==> config.mk <==
export PLATFORM = sky130hd
export DESIGN_NAME = adc_scan_sequencer
export DESIGN_NICKNAME = d
export VERILOG_FILES = /design/src/rtl/adc_scan_sequencer_pkg.sv /design/src/rtl/adc_seq_timer.sv /design/src/rtl/adc_scan_sequencer.sv
export SDC_FILE = /design/constraint.sdc
export NUM_CORES = 1
export LEC_CHECK = 0
export ABC_AREA = 1
export CAP_MARGIN = 20
export CORE_ASPECT_RATIO = 1.2
export CORE_MARGIN = 2
export CORE_UTILIZATION = 45
export DETAILED_ROUTE_END_ITERATION = 10
export GPL_ROUTABILITY_DRIVEN = 0
export GPL_TIMING_DRIVEN = 0
export PLACE_DENSITY = 0.84
export SETUP_SLACK_MARGIN = 0.02
export SYNTH_ARGS = -nofsm -noshare
export SYNTH_HDL_FRONTEND = slang
export SYNTH_HIERARCHICAL = 1
export SYNTH_SLANG_ARGS = --single-unit
==> constraint.sdc <==
create_clock -name wb_clk_i -period 3.58 [get_ports wb_clk_i]
set_input_delay 0.358 -clock wb_clk_i [delete_from_list [all_inputs] [get_ports wb_clk_i]]
set_output_delay 0.358 -clock wb_clk_i [all_outputs]
set_load 0.005 [all_outputs]
==> src/rtl/adc_scan_sequencer_pkg.sv <==
// rtl/adc_scan_sequencer_pkg.sv - shared state encoding and constants for the ADC scan sequencer
package adc_scan_sequencer_pkg;

    localparam int NUM_CH_MAX = 8;
    localparam int CH_W       = $clog2(NUM_CH_MAX);

    localparam logic [31:0] ADC_SENTINEL = 32'h8000_0000;

    typedef enum logic [1:0] {
        S_IDLE     = 2'd0,
        S_REQ      = 2'd1,
        S_WAIT_PER = 2'd2
    } seq_state_e;

    // Channel count with anything above the hardware maximum clamped down.
    function automatic logic [3:0] clamp_num_ch(input logic [3:0] n);
        return (n > 4'(NUM_CH_MAX)) ? 4'(NUM_CH_MAX) : n;
    endfunction

endpackage

==> src/rtl/adc_seq_timer.sv <==
// rtl/adc_seq_timer.sv - loadable saturating down-counter with zero flag
module adc_seq_timer #(
    parameter int W = 16
) (
    input  logic         clk,
    input  logic         rst_n,
    input  logic         load,
    input  logic [W-1:0] load_val,
    input  logic         dec,
    output logic         zero
);

    logic [W-1:0] cnt_q;
    logic [W-1:0] cnt_d;

    // Load has priority; decrement stops at zero.
    always_comb begin
        cnt_d = cnt_q;
        if (load) begin
            cnt_d = load_val;
        end else if (dec && (cnt_q != '0)) begin
            cnt_d = cnt_q - 1'b1;
        end
    end

    // Counter register.
    always_ff @(posedge clk or negedge rst_n) begin
        if (!rst_n) begin
            cnt_q <= '0;
        end else begin
            cnt_q <= cnt_d;
        end
    end

    assign zero = (cnt_q == '0);

endmodule

==> src/rtl/adc_scan_sequencer.sv <==
// rtl/adc_scan_sequencer.sv - ADC channel scan sequencer; conversion timeout enabled by ADC_SEQ_TIMEOUT_EN
module adc_scan_sequencer
    import adc_scan_sequencer_pkg::*;
#(
    parameter int ADC_W       = 24,
    parameter int TIMEOUT_CYC = 1024
) (
    input  logic             wb_clk_i,
    input  logic             wb_rst_ni,
    input  logic             ctrl_enable,
    input  logic             ctrl_start,
    input  logic             snapshot,
    input  logic [3:0]       num_ch,
    input  logic [15:0]      scan_period,
    input  logic             err_clr,
    output logic             adc_req,
    output logic [CH_W-1:0]  adc_ch,
    input  logic             adc_ack,
    input  logic [ADC_W-1:0] adc_data,
    output logic             sample_valid,
    output logic [CH_W-1:0]  sample_ch,
    output logic [31:0]      sample_data,
    output logic             scan_done,
    output logic             busy,
    output logic             err_timeout,
    output logic [31:0]      scan_count
);

    seq_state_e        state_q, state_d;
    logic [CH_W-1:0]   ch_q, ch_d;
    logic [3:0]        nch_q, nch_d;
    logic [15:0]       period_q, period_d;
    logic              continuous_q, continuous_d;
    logic              snap_pend_q, snap_pend_d;
    logic              adc_req_q, adc_req_d;
    logic              sample_valid_q, sample_valid_d;
    logic [CH_W-1:0]   sample_ch_q, sample_ch_d;
    logic [31:0]       sample_data_q, sample_data_d;
    logic              scan_done_q, scan_done_d;
    logic [31:0]       scan_count_q, scan_count_d;

    logic              start_scan;
    logic              req_rise;
    logic              conv_end;
    logic [31:0]       conv_data;
    logic              err_set;
    logic              last_ch;
    logic [3:0]        nch_clamped;

    logic              tmr_load;
    logic [15:0]       tmr_val;
    logic              tmr_dec;
    logic              tmr_zero;

    // One timer serves both the inter-scan period and the conversion timeout;
    // the two are never active at the same time.
    adc_seq_timer #(.W(16)) u_timer (
        .clk      (wb_clk_i),
        .rst_n    (wb_rst_ni),
        .load     (tmr_load),
        .load_val (tmr_val),
        .dec      (tmr_dec),
        .zero     (tmr_zero)
    );

    assign nch_clamped = clamp_num_ch(num_ch);
    assign last_ch     = ({1'b0, ch_q} + 4'd1) >= nch_q;

    // Next-state logic: scan sequencing, sample capture and trigger bookkeeping.
    always_comb begin
        state_d        = state_q;
        ch_d           = ch_q;
        nch_d          = nch_q;
        period_d       = period_q;
        continuous_d   = continuous_q;
        snap_pend_d    = snap_pend_q;
        adc_req_d      = adc_req_q;
        sample_valid_d = 1'b0;
        sample_ch_d    = sample_ch_q;
        sample_data_d  = sample_data_q;
        scan_done_d    = 1'b0;
        scan_count_d   = scan_count_q;
        start_scan     = 1'b0;
        req_rise       = 1'b0;
        conv_end       = 1'b0;
        conv_data      = '0;
        err_set        = 1'b0;
        tmr_load       = 1'b0;
        tmr_val        = '0;
        tmr_dec        = 1'b0;

        case (state_q)
            S_IDLE: begin
                if (ctrl_enable && (ctrl_start || snapshot || snap_pend_q)) begin
                    continuous_d = continuous_q | ctrl_start;
                    start_scan   = 1'b1;
                end
            end
            S_REQ: begin
                if (adc_req_q) begin
                    if (adc_ack) begin
                        conv_end  = 1'b1;
                        conv_data = {{(32-ADC_W){adc_data[ADC_W-1]}}, adc_data};
                    end
`ifdef ADC_SEQ_TIMEOUT_EN
                    else if (tmr_zero) begin
                        conv_end  = 1'b1;
                        conv_data = ADC_SENTINEL;
                        err_set   = 1'b1;
                    end else begin
                        tmr_dec = 1'b1;
                    end
`endif
                end else if (!ctrl_enable) begin
                    // Gap cycle after an aborted conversion: stop without scan_done.
                    state_d      = S_IDLE;
                    continuous_d = 1'b0;
                    snap_pend_d  = 1'b0;
                end else if (!last_ch) begin
                    ch_d      = ch_q + 1'b1;
                    adc_req_d = 1'b1;
                    req_rise  = 1'b1;
                end else if (continuous_q) begin
                    if (period_q == 16'd0) begin
                        start_scan = 1'b1;
                    end else begin
                        state_d  = S_WAIT_PER;
                        tmr_load = 1'b1;
                        tmr_val  = period_q - 16'd1;
                    end
                end else if (snap_pend_q) begin
                    start_scan = 1'b1;
                end else begin
                    state_d = S_IDLE;
                end
            end
            S_WAIT_PER: begin
                if (!ctrl_enable) begin
                    state_d      = S_IDLE;
                    continuous_d = 1'b0;
                    snap_pend_d  = 1'b0;
                end else if (tmr_zero) begin
                    start_scan = 1'b1;
                end else begin
                    tmr_dec = 1'b1;
                end
            end
            default: begin
                state_d = S_IDLE;
            end
        endcase

        // A finished conversion (ack or timeout) always produces a sample;
        // scan_done only accompanies the last channel of an uninterrupted scan.
        if (conv_end) begin
            adc_req_d      = 1'b0;
            sample_valid_d = 1'b1;
            sample_ch_d    = ch_q;
            sample_data_d  = conv_data;
            if (ctrl_enable && last_ch) begin
                scan_done_d  = 1'b1;
                scan_count_d = scan_count_q + 32'd1;
            end
        end

        // Scan start latches the scan shape; an empty scan completes immediately.
        if (start_scan) begin
            snap_pend_d = 1'b0;
            ch_d        = '0;
            nch_d       = nch_clamped;
            period_d    = scan_period;
            if (nch_clamped == 4'd0) begin
                scan_done_d  = 1'b1;
                scan_count_d = scan_count_q + 32'd1;
                state_d      = S_IDLE;
                continuous_d = 1'b0;
            end else begin
                state_d   = S_REQ;
                adc_req_d = 1'b1;
                req_rise  = 1'b1;
            end
        end

        // Triggers arriving mid-scan: start wins over a simultaneous snapshot.
        if ((state_q != S_IDLE) && ctrl_enable) begin
            if (ctrl_start) begin
                continuous_d = 1'b1;
            end else if (snapshot) begin
                snap_pend_d = 1'b1;
            end
        end

`ifdef ADC_SEQ_TIMEOUT_EN
        if (req_rise) begin
            tmr_load = 1'b1;
            tmr_val  = 16'(TIMEOUT_CYC - 1);
        end
`endif
    end

    // Sequencer state and registered outputs.
    always_ff @(posedge wb_clk_i or negedge wb_rst_ni) begin
        if (!wb_rst_ni) begin
            state_q        <= S_IDLE;
            ch_q           <= '0;
            nch_q          <= '0;
            period_q       <= '0;
            continuous_q   <= 1'b0;
            snap_pend_q    <= 1'b0;
            adc_req_q      <= 1'b0;
            sample_valid_q <= 1'b0;
            sample_ch_q    <= '0;
            sample_data_q  <= '0;
            scan_done_q    <= 1'b0;
            scan_count_q   <= '0;
        end else begin
            state_q        <= state_d;
            ch_q           <= ch_d;
            nch_q          <= nch_d;
            period_q       <= period_d;
            continuous_q   <= continuous_d;
            snap_pend_q    <= snap_pend_d;
            adc_req_q      <= adc_req_d;
            sample_valid_q <= sample_valid_d;
            sample_ch_q    <= sample_ch_d;
            sample_data_q  <= sample_data_d;
            scan_done_q    <= scan_done_d;
            scan_count_q   <= scan_count_d;
        end
    end

`ifdef ADC_SEQ_TIMEOUT_EN
    logic err_q, err_d;

    // Sticky timeout flag; a set in the same cycle as a clear wins.
    always_comb begin
        err_d = err_q;
        if (err_clr) begin
            err_d = 1'b0;
        end
        if (err_set) begin
            err_d = 1'b1;
        end
    end

    // Timeout flag register.
    always_ff @(posedge wb_clk_i or negedge wb_rst_ni) begin
        if (!wb_rst_ni) begin
            err_q <= 1'b0;
        end else begin
            err_q <= err_d;
        end
    end

    assign err_timeout = err_q;
`else
    logic unused_cfg;
    assign unused_cfg  = err_clr | err_set | req_rise | (TIMEOUT_CYC == 0);
    assign err_timeout = 1'b0;
`endif

    assign adc_req      = adc_req_q;
    assign adc_ch       = ch_q;
    assign sample_valid = sample_valid_q;
    assign sample_ch    = sample_ch_q;
    assign sample_data  = sample_data_q;
    assign scan_done    = scan_done_q;
    assign busy         = (state_q != S_IDLE);
    assign scan_count   = scan_count_q;

endmodule
==> metrics.txt <==
outcome=finished, final reports clean; n_diodes=0; starting DRC count in detailed routing=276; Port Buffer Count=123; clk_lat worst skew=0.36 ns; H-tree depth=3; post-synthesis sequential area ratio=0.429; Post-Place Worst Slack=0.245 ns; gr ovfl total=0; crit-path max FO=10; WL/cell=13.1 um; die area=0.0146 mm2; Max-cap violations=0; ys async rst share=1.00; critical path required time=3.83 ns; Setup TNS=0 ns; WL final=15100 um; Synth Flop Type=dfrtp_1; cell accounting for the most synthesized area=dfrtp_1; area occupied by multi-input gates=0.00300 mm2; CTS sink count=105; syn_nets=908; # setup viols final=0; Yosys Warn Count=6; Pre-antenna DRT Iters=5; Clk pwr share=0.191; antenna violations before repair=0; Final Hold Slack=0.119 ns; Clock Skew=0.0173 ns; Ports=126; Tmin final=3.05 ns; fin cells=1151; endpoint class of the critical path=register; CTS tree=yes; Post-Syn Area=0.00613 mm2; row count=46; Seq pwr share=0.373; synth cell count leaders=nand2_1 (342), dfrtp_1 (105), nor2_1 (81); final worst slack=0.535 ns; register area=0.00263 mm2; Longest Clk Path Bufs=2; hold crit path type=in -> async; Slew @ Worst Pin=0.845 ns; post-route cell area=0.00787 mm2; sw power=1960 uW; largest net degree at the start of global routing=64; area post-placement=0.00758 mm2; Synth Register Bits=105; placed insts=1136; Max Freq=328 MHz; Startpoint Class=register; share of layout cells above drive strength 1=0.0855; Pint=3060 uW; core area=0.0132 mm2; crit path kind=reg -> reg; max_slew headroom=0.432; ranking of synthesized cells by area=dfrtp_1 (43%), nand2_1 (21%), nor2_1 (5.0%); hpwl dp=11200 um; fin. max-slew vios=0; PwrDens=637 mW/mm2; most common cell in the netlist=nand2_1; fillers=1190; Worst Path Arrival=3.30 ns; clock-pin slew on the worst setup and hold paths=0.08 ns; Fin. Hold Viols=0; Die Width=111 um; top-area cell type share of the netlist area=0.429; Antenna Nets Post-Route=0; vias in the first global route=5466; maximum vdd drop=0.420 mV; vias=5725; Die Height=132 um; Gate power share=0.436; RSZ-0062 raised after global routing=false; CTS Hold Bufs=0; Layout Nets=1043; Yosys cell types=39; number of synthesized flops with an enable pin=0; # DRC=0; syn_area_per_cell=7.26 um2; first-pass GRT wire length=25400 um; Syn Inst Count=844; post-route clock period utilization=0.851; effective utilization at floorplan=0.463; Sw Share=0.391; Global Route Usage Sum=0.210; Num CTS Buffers=9; Layout area overhead=28.5%; Clock Tree Root=clkbuf_16; Vias/cell=4.97; Leak=0.00385 uW
-- through the flow --
step / util / total power (uW)
after CTS: 0.594 / 5030
after detailed placement: 0.573 / 4060
after floorplan: - / 3180
after global routing: 0.594 / 5410
final: 0.594 / 5010
after global placement: 0.572 / 3990
-- worst max-delay path, cell delays in order (launching register included) --
cell and delay (ns):
dfrtp_1 0.44, ha_1 0.24, xor2_1 0.17, ha_1 0.28
nand2_1 0.04, inv_1 0.06, nand3_1 0.06, nand3_1 0.13
nand2_1 0.18, nor3_2 0.41, inv_1 0.23, buf_2 0.25
or2_2 0.32, nand3_2 0.08, nand2_1 0.05
-- metal layers --
layer,GRT usage,share of wire
met1,0.252,0.42
met4,0.0799,0.027
met2,0.356,0.49
met5,0,0
met3,0.0630,0.063
-- power by group through the flow --
stage	Combinational (uW)	Sequential, uW	Clock, uW
after global placement	2120	1870	0
after CTS	2190	1870	971
after detailed placement	2180	1880	0
final	2190	1870	959
after floorplan	1350	1820	0
after global routing	2460	1920	1030
-- final cells by class --
| cell class | count | area share |
|---|---|---|
| Buffer | 31 | 0.0259 |
| Clock buffer | 12 | 0.0326 |
| Clock inverter | 3 | 0.00286 |
| Inverter | 80 | 0.0382 |
| Multi-Input combinational cell | 628 | 0.381 |
| Sequential cell | 105 | 0.334 |
| Tap cell | 168 | 0.0267 |
| Timing Repair Buffer | 124 | 0.159 |
-- cells in the final DEF, fill, tap and decap left out, types with 7 or more instances in the layout --
master,n
a21oi_1,10
buf_2,10
buf_4,12
clkbuf_16,9
clkdlybuf4s50_1,122
dfrtp_1,105
ha_1,13
inv_1,77
nand2_1,342
nand3_1,53
nand3_2,7
nand3b_1,20
nor2_1,81
nor2_2,10
nor3_1,12
o21ai_0,23
xor2_1,14
-- cells by family (layout without fill, tap and decap cells) --
family,after synthesis,count (layout),synth area share
and+or+nand+nor,551,551,0.392
other,1,1,0.000612
xor gates and xnor gates,19,19,0.0272
buffers and inverters,111,250,0.0823
AOI/OAI and AO/OA,44,44,0.0429
adders and majority gates,13,13,0.0266
DFF,105,105,0.429
-- repair_timing --
action,CTS,global route
setup buffers,0,0
setup endpoints to repair,0,14
gates resized for setup,0,1
-- path summary, 6_finish.rpt --
kind | start | endpoint | slack [ns] | cells after the start
max | adc_ch[0] | u_timer/cnt_q[14] | 0.53 | 14
min | wb_rst_ni | scan_count[21] | 0.12 | 1
max reg2reg | adc_ch[0] | u_timer/cnt_q[14] | 0.53 | 14
min reg2reg | sample_data[17] | sample_data[17] | 0.48 | 2
max in group asynchronous | wb_rst_ni | sample_data[20] | 2.74 | 2
min in group wb_clk_i | sample_data[17] | sample_data[17] | 0.48 | 2
-- sequential cells by signal, indices dropped and copies added, names as in the netlist --
name and count:
scan_count 32, sample_data 24, period_q 16, u_timer/cnt_q 16, nch_q 4, adc_ch 3
sample_ch 3, state_q 2, adc_req 1, continuous_q 1, sample_valid 1, scan_done 1
snap_pend_q 1
No activity file was read; power rests on OpenSTA's default activity.
==> RTL change: new RTL, same flow settings <==
Put one more register stage on the output `scan_count`, cleared by the reset. The value now appears one clock later. The other outputs are not delayed to match.
--- a/src/rtl/adc_scan_sequencer.sv
+++ b/src/rtl/adc_scan_sequencer.sv
@@ -266,6 +266,12 @@
     assign sample_data  = sample_data_q;
     assign scan_done    = scan_done_q;
     assign busy         = (state_q != S_IDLE);
-    assign scan_count   = scan_count_q;
+    always_ff @(posedge wb_clk_i or negedge wb_rst_ni) begin
+        if (!wb_rst_ni) begin
+            scan_count <= '0;
+        end else begin
+            scan_count <= scan_count_q;
+        end
+    end
 
 endmodule
Check against the original RTL: not equivalent (a bounded check fails within 4 cycles, from zero or initial values and one cycle with wb_rst_ni low).
==> RTL change against the unedited design <==
Sequential share of layout area grew 4.1 points. Synthesized cell count is 6.3% higher. Sequential power is 20% higher. Setup slack worse by 0.072 ns. Count of clock-buffer cells in the layout up 5. Area after synthesis is 15% higher. Final area is 16% higher. Sequential cell count grew 32. Power grew 21%. Routed wire length increased by 14%. Core utilization fell by 0.25 points. Non-clock buffer count is 2 higher. Global-route usage is 0.56 points higher. Largest cell class is now sequential cells.
==> RTL change: results (changes against the unedited design) <==
[outcome]
status=finished, final reports clean

[final_layout]
final_net_count=1105  ; +5.9%
drive_above_1_share_pct=9.39  ; +0.85 points
antenna_cells=0  ; unchanged
final_cells=1262  ; +9.6%

[synth]
synth_commonest_cells=nand2_1, dfrtp_1, inv_1, nor2_1, nand3_1
synthFlopType=dfrtp_1
synth.area.top_cells=dfrtp_1, nand2_1, inv_1, nor2_1, nand3_1
yosysWarnings=6  ; unchanged
syn-num-nets=961  ; +5.8%
ys_seq_area_share_pct=48.7  ; +5.8 points
syn_avg_cell_area_um2=7.85  ; +8.1%
synthArstFlopShare_pct=100  ; unchanged
synthXorXnorAreaFrac_pct=2.49  ; -0.23 points
synth_cell_type_count=42  ; +7.7%
synth_compound_area_share_pct=3.43  ; -0.86 points
synth-adder-area-share_pct=2.31  ; -0.34 points

[placed_design]
dp_cells=1229  ; +8.2%
dpl_cell_area_um2=8560  ; +13%
dp_slack_ns=0.420  ; +0.175 ns
hpwl_um=12500  ; +12%
io_buffers=123  ; unchanged

[power_and_ir_drop]
swShare_pct=37.0  ; -2.1 points
combinationalPowerShare_pct=35.4  ; -8.2 points
comb_cell_power_mw=2.15  ; -2%
vdd_ir_drop_max_mv=0.374  ; -11%
p_clk_mw=1.69  ; +76%
p_leak_nw=4.48  ; +16%

[grt]
grt.met3_usage_pct=5.06  ; -1.2 points
grt_pass1_vias=6189  ; +13%
gr-usage-met2_pct=38.2  ; +2.6 points
grt_pass1_wl_um=28800  ; +13%
grt_max_degree=70  ; +9.4%
use_met1_pct=24.8  ; -0.35 points
antenna_found_initial=0  ; unchanged
track_usage_pct=21.5  ; +0.56 points

[setup_path]
crit_path_top_delay_cell=dfrtp_1
cp.arrival_ns=3.43  ; +0.13 ns
crit_family=simple AND/OR/NAND/NOR gates
cp_max_fo=10  ; unchanged
cpPeakStageDelay_ns=0.45

[cts]
clock_path_buffers=2  ; unchanged
cts_made_buffers=17  ; +8
path_clk_slew_ns=0.07
htreeDepth=4  ; +1
root_buffer=clkbuf_16
clock_latency_ns=0.43  ; +0.07 ns

[routing]
avgViaCountPerCell=4.94  ; -0.59%
drt_first_pass_iters=5  ; unchanged
met3_length_um=683  ; -28%
drc=0  ; unchanged
wl_met2_um=8950  ; +22%
routed_wl_um=17200  ; +14%
top_layer=met4
drt-met1-wl_um=7060  ; +10%
drtIter0Drc=357  ; +29%

[sta]
slew_headroom_pct=57.0  ; +14 points
skew_ns=0.0141  ; -0.00320 ns
hold_viol_final=0  ; unchanged

[worst_hold_path]
hold_class=flop to flop

-- RTL change: repair_timing --
action,4_1_cts,5_1_grt
endpoints found under the hold margin,68,0
hold buffers,1,0
buffers inserted,0,0
setup endpoints to repair,0,5
resized for setup,0,1
-- RTL change: path summary, 6_finish.rpt --
path	start	end	cells past startpoint	slack, ns
setup / recovery	adc_ch[0]	u_timer/cnt_q[14]	15	0.46
hold / removal	scan_count_q[16]	scan_count[16]	0	0.41
setup reg to reg	adc_ch[0]	u_timer/cnt_q[14]	15	0.46
hold reg to reg	scan_count_q[16]	scan_count[16]	0	0.41
max in group asynchronous	wb_rst_ni	scan_count[28]	3	2.32
min in group asynchronous	wb_rst_ni	period_q[10]	2	0.50
-- RTL change: cell type report --
cell class,instances,area (um2)
Sequential cell,137,3430
Timing Repair Buffer,125,1270
Clock buffer,17,425
Tap cell,208,260
Inverter,88,330
Fill cell,1335,6310
Multi-Input combinational cell,640,3060
Buffer,32,226
Clock inverter,15,145
